==> src/rtl/pipe_pkg.sv <==
// Shared types and defaults for the pipeline hazard controller.
// Tracker entries carry rd at a fixed maximum width so any legal REGW fits.
package pipe_pkg;
   localparam int DEF_NSTAGE = 3;
   localparam int DEF_REGW   = 5;
   localparam int MAX_REGW   = 16;
   localparam int FWD_RF     = 0;

   typedef struct packed {
      logic                valid;
      logic [MAX_REGW-1:0] rd;
      logic                we;
      logic                is_load;
   } trk_entry_t;
endpackage

==> src/rtl/pipe_track.sv <==
// Shift tracker mirroring post-decode stages 1..NSTAGE (1 = youngest).
// Advances only when the pipe advances; stage 1 takes a bubble unless load is set.
module pipe_track
   import pipe_pkg::*;
#(
   parameter int NSTAGE = DEF_NSTAGE,
   parameter int REGW   = DEF_REGW
) (
   input  logic                   clk,
   input  logic                   rst,
   input  logic                   advance,
   input  logic                   load,
   input  logic [REGW-1:0]        rd,
   input  logic                   we,
   input  logic                   is_load,
   output trk_entry_t [NSTAGE:1]  ent
);

   trk_entry_t ent_reg [1:NSTAGE];
   trk_entry_t new_entry;

   always_comb begin
      new_entry = '0;
      if (load) begin
         new_entry.valid   = 1'b1;
         new_entry.rd      = MAX_REGW'(rd);
         new_entry.we      = we;
         new_entry.is_load = is_load;
      end
   end

   always_ff @(posedge clk or posedge rst) begin
      if (rst) begin
         ent_reg[1] <= '0;
      end else if (advance) begin
         ent_reg[1] <= new_entry;
      end
   end

   genvar gi;
   generate
      for (gi = 2; gi <= NSTAGE; gi++) begin : g_shift
         always_ff @(posedge clk or posedge rst) begin
            if (rst) begin
               ent_reg[gi] <= '0;
            end else if (advance) begin
               ent_reg[gi] <= ent_reg[gi-1];
            end
         end
      end
      for (gi = 1; gi <= NSTAGE; gi++) begin : g_out
         assign ent[gi] = ent_reg[gi];
      end
   endgenerate

endmodule

==> src/rtl/pipe_hazard_ctrl.sv <==
// Decode-stage hazard controller: RAW detection, stall/flush and forward selects.
// Define FORWARD_EN to enable forwarding; otherwise a full RAW interlock is built.
module pipe_hazard_ctrl
   import pipe_pkg::*;
#(
   parameter int NSTAGE = DEF_NSTAGE,
   parameter int REGW   = DEF_REGW,
   parameter int SELW   = $clog2(NSTAGE+1)
) (
   input  logic            clk,
   input  logic            rst,
   input  logic            dc_valid,
   input  logic [REGW-1:0] dc_rs1,
   input  logic [REGW-1:0] dc_rs2,
   input  logic            dc_use_rs1,
   input  logic            dc_use_rs2,
   input  logic [REGW-1:0] dc_rd,
   input  logic            dc_we,
   input  logic            dc_is_load,
   input  logic            ex_taken,
   input  logic            mem_busy,
   output logic            stall_fe,
   output logic            stall_dc,
   output logic            flush_fe,
   output logic            flush_dc,
   output logic [SELW-1:0] fwd_a_sel,
   output logic [SELW-1:0] fwd_b_sel,
   output logic [31:0]     stall_cnt
);

   trk_entry_t [NSTAGE:1] ent;
   logic [NSTAGE:1] match_a;
   logic [NSTAGE:1] match_b;
   logic [NSTAGE:1] load_bits;
   logic            unused_load;
   logic            raw_stall;
   logic            flush;
   logic            hazard;
   logic            track_load;
   logic [SELW-1:0] sel_a;
   logic [SELW-1:0] sel_b;
   logic [31:0]     cnt_reg;

   pipe_track #(
      .NSTAGE (NSTAGE),
      .REGW   (REGW)
   ) u_track (
      .clk     (clk),
      .rst     (rst),
      .advance (!mem_busy),
      .load    (track_load),
      .rd      (dc_rd),
      .we      (dc_we),
      .is_load (dc_is_load),
      .ent     (ent)
   );

   genvar gi;
   generate
      for (gi = 1; gi <= NSTAGE; gi++) begin : g_match
         assign match_a[gi] = ent[gi].valid && ent[gi].we && dc_use_rs1 &&
                              (dc_rs1 != '0) && (ent[gi].rd == MAX_REGW'(dc_rs1));
         assign match_b[gi] = ent[gi].valid && ent[gi].we && dc_use_rs2 &&
                              (dc_rs2 != '0) && (ent[gi].rd == MAX_REGW'(dc_rs2));
         assign load_bits[gi] = ent[gi].is_load;
      end
   endgenerate

   // Only stage 1's load flag matters with forwarding, none without it.
   assign unused_load = ^load_bits;

`ifdef FORWARD_EN
   // Lowest matching stage is the youngest producer.
   function automatic logic [SELW-1:0] youngest(input logic [NSTAGE:1] m);
      youngest = SELW'(FWD_RF);
      for (int k = NSTAGE; k >= 1; k--) begin
         if (m[k]) youngest = SELW'(k);
      end
   endfunction

   assign sel_a     = youngest(match_a);
   assign sel_b     = youngest(match_b);
   assign raw_stall = dc_valid && ent[1].is_load && (match_a[1] || match_b[1]);
`else
   assign sel_a     = SELW'(FWD_RF);
   assign sel_b     = SELW'(FWD_RF);
   assign raw_stall = dc_valid && ((|match_a) || (|match_b));
`endif

   assign flush      = ex_taken && !mem_busy;
   assign hazard     = raw_stall && !flush;
   assign track_load = dc_valid && !hazard && !flush;

   assign stall_fe  = !rst && (hazard || mem_busy);
   assign stall_dc  = stall_fe;
   assign flush_fe  = !rst && flush;
   assign flush_dc  = flush_fe;
   assign fwd_a_sel = rst ? '0 : sel_a;
   assign fwd_b_sel = rst ? '0 : sel_b;
   assign stall_cnt = cnt_reg;

   always_ff @(posedge clk or posedge rst) begin
      if (rst) begin
         cnt_reg <= '0;
      end else if (hazard && !mem_busy && (cnt_reg != 32'hFFFF_FFFF)) begin
         cnt_reg <= cnt_reg + 32'd1;
      end
   end

endmodule

==> config.mk <==
export PLATFORM = sky130hd
export DESIGN_NAME = pipe_hazard_ctrl
export DESIGN_NICKNAME = d
export VERILOG_FILES = /design/src/rtl/pipe_pkg.sv /design/src/rtl/pipe_track.sv /design/src/rtl/pipe_hazard_ctrl.sv
export SDC_FILE = /design/constraint.sdc
export NUM_CORES = 1
export LEC_CHECK = 0
export CAP_MARGIN = 40
export CELL_PAD_IN_SITES_DETAIL_PLACEMENT = 0
export CELL_PAD_IN_SITES_GLOBAL_PLACEMENT = 1
export CORE_ASPECT_RATIO = 2
export CORE_MARGIN = 2
export CORE_UTILIZATION = 29
export CTS_CLUSTER_SIZE = 30
export DETAILED_ROUTE_END_ITERATION = 12
export DONT_BUFFER_PORTS = 1
export PLACE_DENSITY = 0.63
export SLEW_MARGIN = 40
export SYNTH_ARGS = -nofsm -noshare
export SYNTH_HDL_FRONTEND = slang
export SYNTH_SLANG_ARGS = --single-unit
==> constraint.sdc <==
create_clock -name clk -period 2.3 [get_ports clk]
set_input_delay 0.23 -clock clk [delete_from_list [all_inputs] [get_ports clk]]
set_output_delay 0.23 -clock clk [all_outputs]
set_load 0.01 [all_outputs]
[Yosys cells after proc, flatten, opt, wreduce, memory -nomap -nowiden]
Cells that the tools add are included.
Storage, ports and cells
  bits in read-only memories: 0
  bits in latches: 0
  memory bits (writable): 0
  memories kept: 0
  bits in registers: 86
  input port bits: 24
  output and inout port bits: 40
  word-level logic and storage cells: 59
Cells by class
  equality and inequality tests: 7
  $lt $le $gt $ge: 0
  div/mod/pow operators: 0
  bitwise operators: 0
  shift-type cells: 0
  $add $sub $neg: 1
  $mul: 0
  reductions and logical operators: 40
  muxes and demuxes: 1
Operator list (count)
  $eq 16x5->1: 6
  $add 32x1->32 const B: 1
  $ne 32x32->1 const B: 1
  $logic_and 1x1->1: 30
  $mux 19: 1
  $reduce_bool 5->1: 2
  $reduce_or 3->1: 2
  $logic_not 1->1: 4
  $logic_or 1x1->1: 2

[Longest topological paths before layout]
Gate-level depths: netlist (run 1).
  depth after elaboration: 12
  gate-level depth with buffers: 8
  mapped depth without buffers: 7

[Modules after synthesis]
A second synthesis (run 1) with hierarchy kept.
Second synthesis, totals
  cell total of the unflattened synthesis: 331
  area, all modules: 3382.0 um^2
Modules (own cells, without submodules)
  pipe_hazard_ctrl: instances 1, sequential area each 800.8 um^2, area an instance 2223.4 um^2, cells an instance 243
  pipe_track: instances 1, sequential area each 600.6 um^2, area an instance 1158.6 um^2, cells an instance 88

[Least setup slack after synthesis (run 1)]
OpenSTA, ideal clock, no wires.
  path type: flip-flop to flip-flop
  from: register u_track.ent_reg, in the netlist u_track.ent[41]
  to: register cnt_reg[31], in the netlist stall_cnt[31]
  buffers on the path: 1
  period minus slack after synthesis: 1969 ps
  required time: 2174 ps
  path slack: 331 ps
  setup time: 126 ps
  cell stages (with the launch flop): 9
  arrival time: 1843 ps
  cell sequence: dfrtp_1 > xnor2_1 > nand4_1 > nor3_1 > o311ai_2 > a211oi_4 > buf_6 > nand4_1 > xnor2_1
Between the ends
  cells in the longest elaborated chain, start to end: 8
  elaborated cells between the ends (all ways): 11
  classes of those cells: eq/ne (2); reduce/logical (9)
Ends and longest elaborated chain
  from (decl): RTL line pipe_track.sv:19  | trk_entry_t ent_reg [1:NSTAGE];
  from (signal, indexed assignment): RTL line pipe_track.sv:47  | ent_reg[gi] <= ent_reg[gi-1];
  $eq 16x5->1, on equally long branches: RTL line pipe_hazard_ctrl.sv:62, pipe_hazard_ctrl.sv:64
  $logic_and 1x1->1, on equally long branches: RTL line pipe_hazard_ctrl.sv:62, pipe_hazard_ctrl.sv:64
  $reduce_or 3->1: RTL line pipe_hazard_ctrl.sv:87  | assign raw_stall = dc_valid && ((|match_a) || (|match_b));
  $logic_or 1x1->1 *: RTL line pipe_hazard_ctrl.sv:87
  $logic_and 1x1->1 *: RTL line pipe_hazard_ctrl.sv:87
  $logic_and 1x1->1 *: RTL line pipe_hazard_ctrl.sv:91  | assign hazard = raw_stall && !flush;
  $logic_and 1x1->1 * (2 in series): RTL line pipe_hazard_ctrl.sv:105  | end else if (hazard && !mem_busy && (cnt_reg != 32'hFFFF_FFFF)) begin
  to (signal assigned): RTL line pipe_hazard_ctrl.sv:106  | cnt_reg <= cnt_reg + 32'd1;
  to (decl): RTL line pipe_hazard_ctrl.sv:42  | logic [31:0] cnt_reg;
Every way passes the cells marked *; elsewhere a longest branch is shown, timed or not.
A chain may end at the register's enable or synchronous reset.

[Worst setup path after layout (run 1)]
  from: register u_track.ent_reg, in the netlist u_track.ent[2]
  to: register cnt_reg[1], in the netlist stall_cnt[1]
Same word-level chain as after synthesis.

==> results of run 1 <==
[per-stage QoR]
stage	power, W	worst slack, ns	cells	utilization (%)	setup TNS [ns]
after detailed placement	0.00116	0.0447	357	31.7	0
after global routing	0.00209	-0.00669	370	34.4	-0.0134
after CTS	0.00203	0.0131	368	34.0	0
final	0.00200	0.0743	370	34.4	0
after floorplan	0.00113	0.331	254	-	0
after global placement	0.00116	0.0530	357	31.7	0
[final timing paths]
kind / start / end / slack (ns)
max: u_track.ent[2] / stall_cnt[1] / 0.07
min: dc_rd[0] / u_track.ent[2] / 0.07
max reg2reg: u_track.ent[2] / stall_cnt[1] / 0.07
min reg2reg: u_track.ent[56] / u_track.ent[56] / 0.51
max in group asynchronous: rst / u_track.ent[25] / 1.28
min in group asynchronous: rst / stall_cnt[29] / 0.47
[where the power goes]
part           internal, W  total (W)  switching [W]
clock network     0.000544   0.000855       0.000311
registers         0.000964    0.00100      0.0000369
logic            0.0000804   0.000146      0.0000658
[routing by layer]
metal	GRT usage (%)	up-vias	part of all wire, %
li1	-	892	-
met1	13.2	938	34
met2	25.3	59	57
met3	3.97	10	6.0
met4	5.07	0	2.2
met5	0	-	0
[timing repair]
action,in CTS,in global routing
pin swaps,2,9
gates cloned,0,0
hold buffers,1,0
setup buffers,2,2
hold endpoints to repair,25,0
endpoints found under the setup margin,2,14
resized for setup,3,9
[area by class of cell]
cell class / count / area (um^2) / area share [%]
Clock buffer: 7 / 143 / 4.44
Clock inverter: 1 / 30.0 / 0.936
Inverter: 4 / 15.0 / 0.468
Multi-Input combinational cell: 185 / 1410 / 43.9
Sequential cell: 53 / 1330 / 41.6
Tap cell: 104 / 130 / 4.05
Timing Repair Buffer: 16 / 148 / 4.60
[logic make-up (layout without fill, tap and decap cells)]
logic type,after synthesis,count (layout),synth area share [%]
xor+xnor,61,61,19.2
flops,53,53,47.7
simple gates,90,90,18.3
other cells,1,4,0.135
compound gates,14,14,4.99
fa+ha+maj,1,1,0.450
buf+inv,16,28,3.24
mux,15,15,6.07
[cell usage in the layout, fill, tap and decap left out, types with 2 or more instances in the layout]
cell and count:
xnor2_1 50, dfrtp_1 47, a21oi_1 2, buf_12 2, nand2_1 13, xor2_1 9
xnor2_2 2, nand3b_1 3, mux2_2 15, and2_1 5, nand4_1 22, dfrtp_2 6
nor3_2 6, and4_1 3, conb_1 4, and3_1 6, a22o_1 6, nand3_1 12
buf_4 13, nor2_1 9, nor3_1 5, clkbuf_16 5, inv_1 3, o311ai_2 2
[worst register-to-register path, cell delays in order, from the launching register on]
cell	delay, ns
dfrtp_2	0.45
xnor2_2	0.19
nand4_1	0.13
nor3_2	0.24
o311ai_2	0.16
buf_4	0.19
a211oi_4	0.23
buf_12	0.19
mux2_2	0.34
==> impl_metrics.ini, run 1 <==
[run_status]
status = finished, final reports clean

[flow_run]
cap_viol_max_count = 0

[detailed_routing]
wirelength_um = 6670
vias_per_cell = 5.13
num_vias = 1899
drtIter0Drc = 37
drt-pass1-iter-count = 4
drc = 0
ant_nets = 0
wl_per_cell_um = 18.0

[floorplanning]
fp-row-count = 50
dieArea_um2 = 10400
core_area_um2 = 9320
die_y_um = 143
initial_core_util_pct = 29.9
fp.dieW_um = 73.3
io_pins = 64

[cells_and_area]
nets = 290
antennaDiodeCount = 0
fillers = 960
drive_above_1_share_pct = 21.4
largest_reg_flops = 32
syn2layout_area_growth_pct = 15.3
design_area_um2 = 3210

[setup_path]
endpoint_kind = flop
slowest_stage = dfrtp_2
cp.depth = 8
crit_family = flip-flops
path_cells = xnor2_2 -> nand4_1 -> nor3_2 -> o311ai_2 -> buf_4 -> a211oi_4 -> buf_12 -> mux2_2
worst-setup-path-type = reg -> reg
crit_fanout = 18
r2r_cells = 8
worst_setup_path_start_kind = flop
path_buf_inv = 2
crit_required_ns = 2.48
crit_arrival_ns = 2.40
cpPeakStageDelay_ns = 0.45

[hold_path]
hold_class = in -> reg
whs_path_depth = 1

[yosys]
synth_flop_cell = dfrtp_1
ys_top_cells_by_count = dfrtp_1, xnor2_1, nand4_1
synth_edf_count = 0
syn_inst = 251
post-synth-top-area-cell = dfrtp_1
yosysWarnings = 0
async_reset_ff_share_pct = 100
yosys.cell_count.top_type = dfrtp_1
seq_area_frac_synth_pct = 47.7
yosys-top-cells-area = dfrtp_1, xnor2_1, mux2_2
netlist_area_um2 = 2780
synth_top_area_share_pct = 47.7
postSynthAreaPerCell_um2 = 11.1
ys_ff_latch = 53
synth_cell_type_count = 32

[power]
p_leak_nw = 1.33
ir_worst_vdd_mv = 0.424
power_density_nw_per_um2 = 624

[timing]
slew_violations = 0
fin_crit_sh_pct = 96.8
hold_viol = 0
fmax_mhz = 449
worst_slew_margin_rel_pct = 55.8
finalSetupViolations = 0
tightest_slew_ns = 0.659
hold_ws_ns = 0.0683
timing.final.crit_period_ns = 2.23
finClkSkew_ns = 0.00593

[placement]
post-dp-hpwl_um = 5220
port_buffers = 0
place.gp.congestion = 0.882
place_area_um2 = 2960

[clocking]
clk_latency_ns = 0.29
htreeDepth = 2
root_buffer = clkbuf_16
cts_sinks = 53
clk_path_buf_depth = 2
cts_buffers = 5
clk_pin_slew_ns = 0.07
cts_tree = done

[global_route]
grt_max_degree = 29
overflow = 0
grt_pass1_wl_um = 10500
antenna_found_initial = 0
grt_usage_pct = 13.4
grt_pass1_vias = 2066
Note: power is estimated with default switching activity, not from simulation.
==> run 2, diff against run 1 <==
- PLACE_DENSITY: 0.63 -> 0.65
- clock period: 2.3 -> 1.8 ns (I/O delays scaled with it)
==> impl_metrics.ini, run 2 (same netlist as run 1, synthesis figures left out) <==
[cells_and_area]
antennaDiodeCount = 0
syn2layout_area_growth_pct = 35.5
nets = 345
largest_reg_flops = 32
fillers = 929
final_util_pct = 40.4
mostFrequentLayoutCell = buf_4
drive_above_1_share_pct = 39.6
layout_common_cells = buf_4, xnor2_1, dfrtp_1, nand4_1, mux2_2

[floorplanning]
fp-row-count = 50
fp.dieW_um = 73.3
io_pins = 64
core_area_um2 = 9320
die_y_um = 143
initial_core_util_pct = 29.9
dieArea_um2 = 10400

[setup_path]
endpoint_kind = output pin
worst_setup_path_start_kind = flop
reg2reg_slack_ns = -0.26
worst-setup-path-type = reg -> out
crit_fanout = 3
crit_arrival_ns = 1.92
crit_required_ns = 1.62

[placement]
dp_slack_ns = -0.307
post-dp-hpwl_um = 5720
port_buffers = 0
place.gp.congestion = 0.887

[global_route]
overflow = 0
grt_pass1_wl_um = 12100
grt_max_degree = 54
grt_pass1_vias = 2385
grt_usage_pct = 15.4
antenna_found_initial = 0

[detailed_routing]
ant_nets = 0
drc = 0
drt-pass1-iter-count = 4
drtIter0Drc = 49
wirelength_um = 7420
wl_per_cell_um = 17.4
num_vias = 2141
vias_per_cell = 5.04

[clocking]
root_buffer = clkbuf_16
clk_path_buf_depth = 2
clk_pin_slew_ns = 0.07
cts_buffers = 5
cts_tree = done
clk_latency_ns = 0.30
htreeDepth = 2
cts_sinks = 53

[timing]
slew_violations = 0
hold_viol = 0
timing.final.crit_period_ns = 2.10
worst_slew_margin_rel_pct = 56.1
fin_ws_ns = -0.297
finalSetupViolations = 41
rsz0062_at_grt = true
fmax_mhz = 477
tightest_slew_ns = 0.654
finClkSkew_ns = 0.00534
fin_crit_sh_pct = 117

[run_status]
violations = negative setup slack
status = finished, violations left

[flow_run]
cap_viol_max_count = 0

[power]
ir_worst_vdd_mv = 0.348
p_leak_nw = 1.67
power_density_nw_per_um2 = 658
power_w = 0.00248

[hold_path]
hold_class = in -> reg
run 2: cell types whose count changed in the layout (fill, tap and decap cells not counted), moves of 4 or more:
cell / delta
buf_4: +44
buf_6: +11
nand2_1: -5
nand3_1: -5
nand3_2: +5
nand2_2: +4
run 2: final timing paths:
| kind | startpoint | end | cells after the start |
|---|---|---|---|
| setup / recovery | u_track.ent[43] | stall_dc | 7 |
| hold / removal | dc_rd[2] | u_track.ent[4] | 1 |
| setup reg to reg | u_track.ent[43] | stall_cnt[15] | 9 |
| hold reg to reg | u_track.ent[56] | u_track.ent[56] | 1 |
| max in group asynchronous | rst | u_track.ent[6] | 3 |
| min in group asynchronous | rst | u_track.ent[24] | 3 |
run 2: where the power goes:
part           internal [W]  switching (W)  total, W
clock network      0.000554       0.000429  0.000983
registers           0.00123      0.0000407   0.00127
logic              0.000130      0.0000985  0.000228
total               0.00191       0.000569   0.00248
run 2: metal layers:
metal	track usage [%]	wire, um
met4	7.50	273
met5	0	0
met2	29.0	4220
met1	15.3	2550
met3	3.26	378
run 2: area by class of cell:
type | instances | area [um^2] | share of cell area (%)
sequential | 53 | 1330 | 35.3
clock buffer | 6 | 139 | 3.68
multi-input combinational | 185 | 1550 | 41.1
inverter | 4 | 15.0 | 0.398
timing repair buffer | 71 | 592 | 15.7
tap | 104 | 130 | 3.45
clock inverter | 2 | 13.8 | 0.365
run 2: stage by stage:
stage	instances	area (um^2)	setup TNS, ns	hold slack, ns
final	425	3770	-6.77	0.0103
after global placement	407	3360	-6.89	0.138
after global routing	425	3770	-12.73	0.00992
after CTS	423	3710	-6.59	0.000745
after detailed placement	407	3360	-7.97	0.142
after floorplan	254	2830	-1.04	0.308
run 2: what timing repair did:
item,4_1_cts,5_1_grt
endpoints found under the hold margin,53,1
endpoints found under the setup margin,41,41
gates cloned,0,0
buffers inserted,8,3
resized for setup,32,10
hold buffers,1,1
pin swaps,30,15
run 2: critical path, stage by stage (launching register included):
cell	delay, ns
dfrtp_1	0.44
xnor2_1	0.16
nand4_1	0.10
nor3_2	0.07
o311ai_4	0.41
nand2_2	0.16
a31oi_4	0.21
nor2_4	0.07
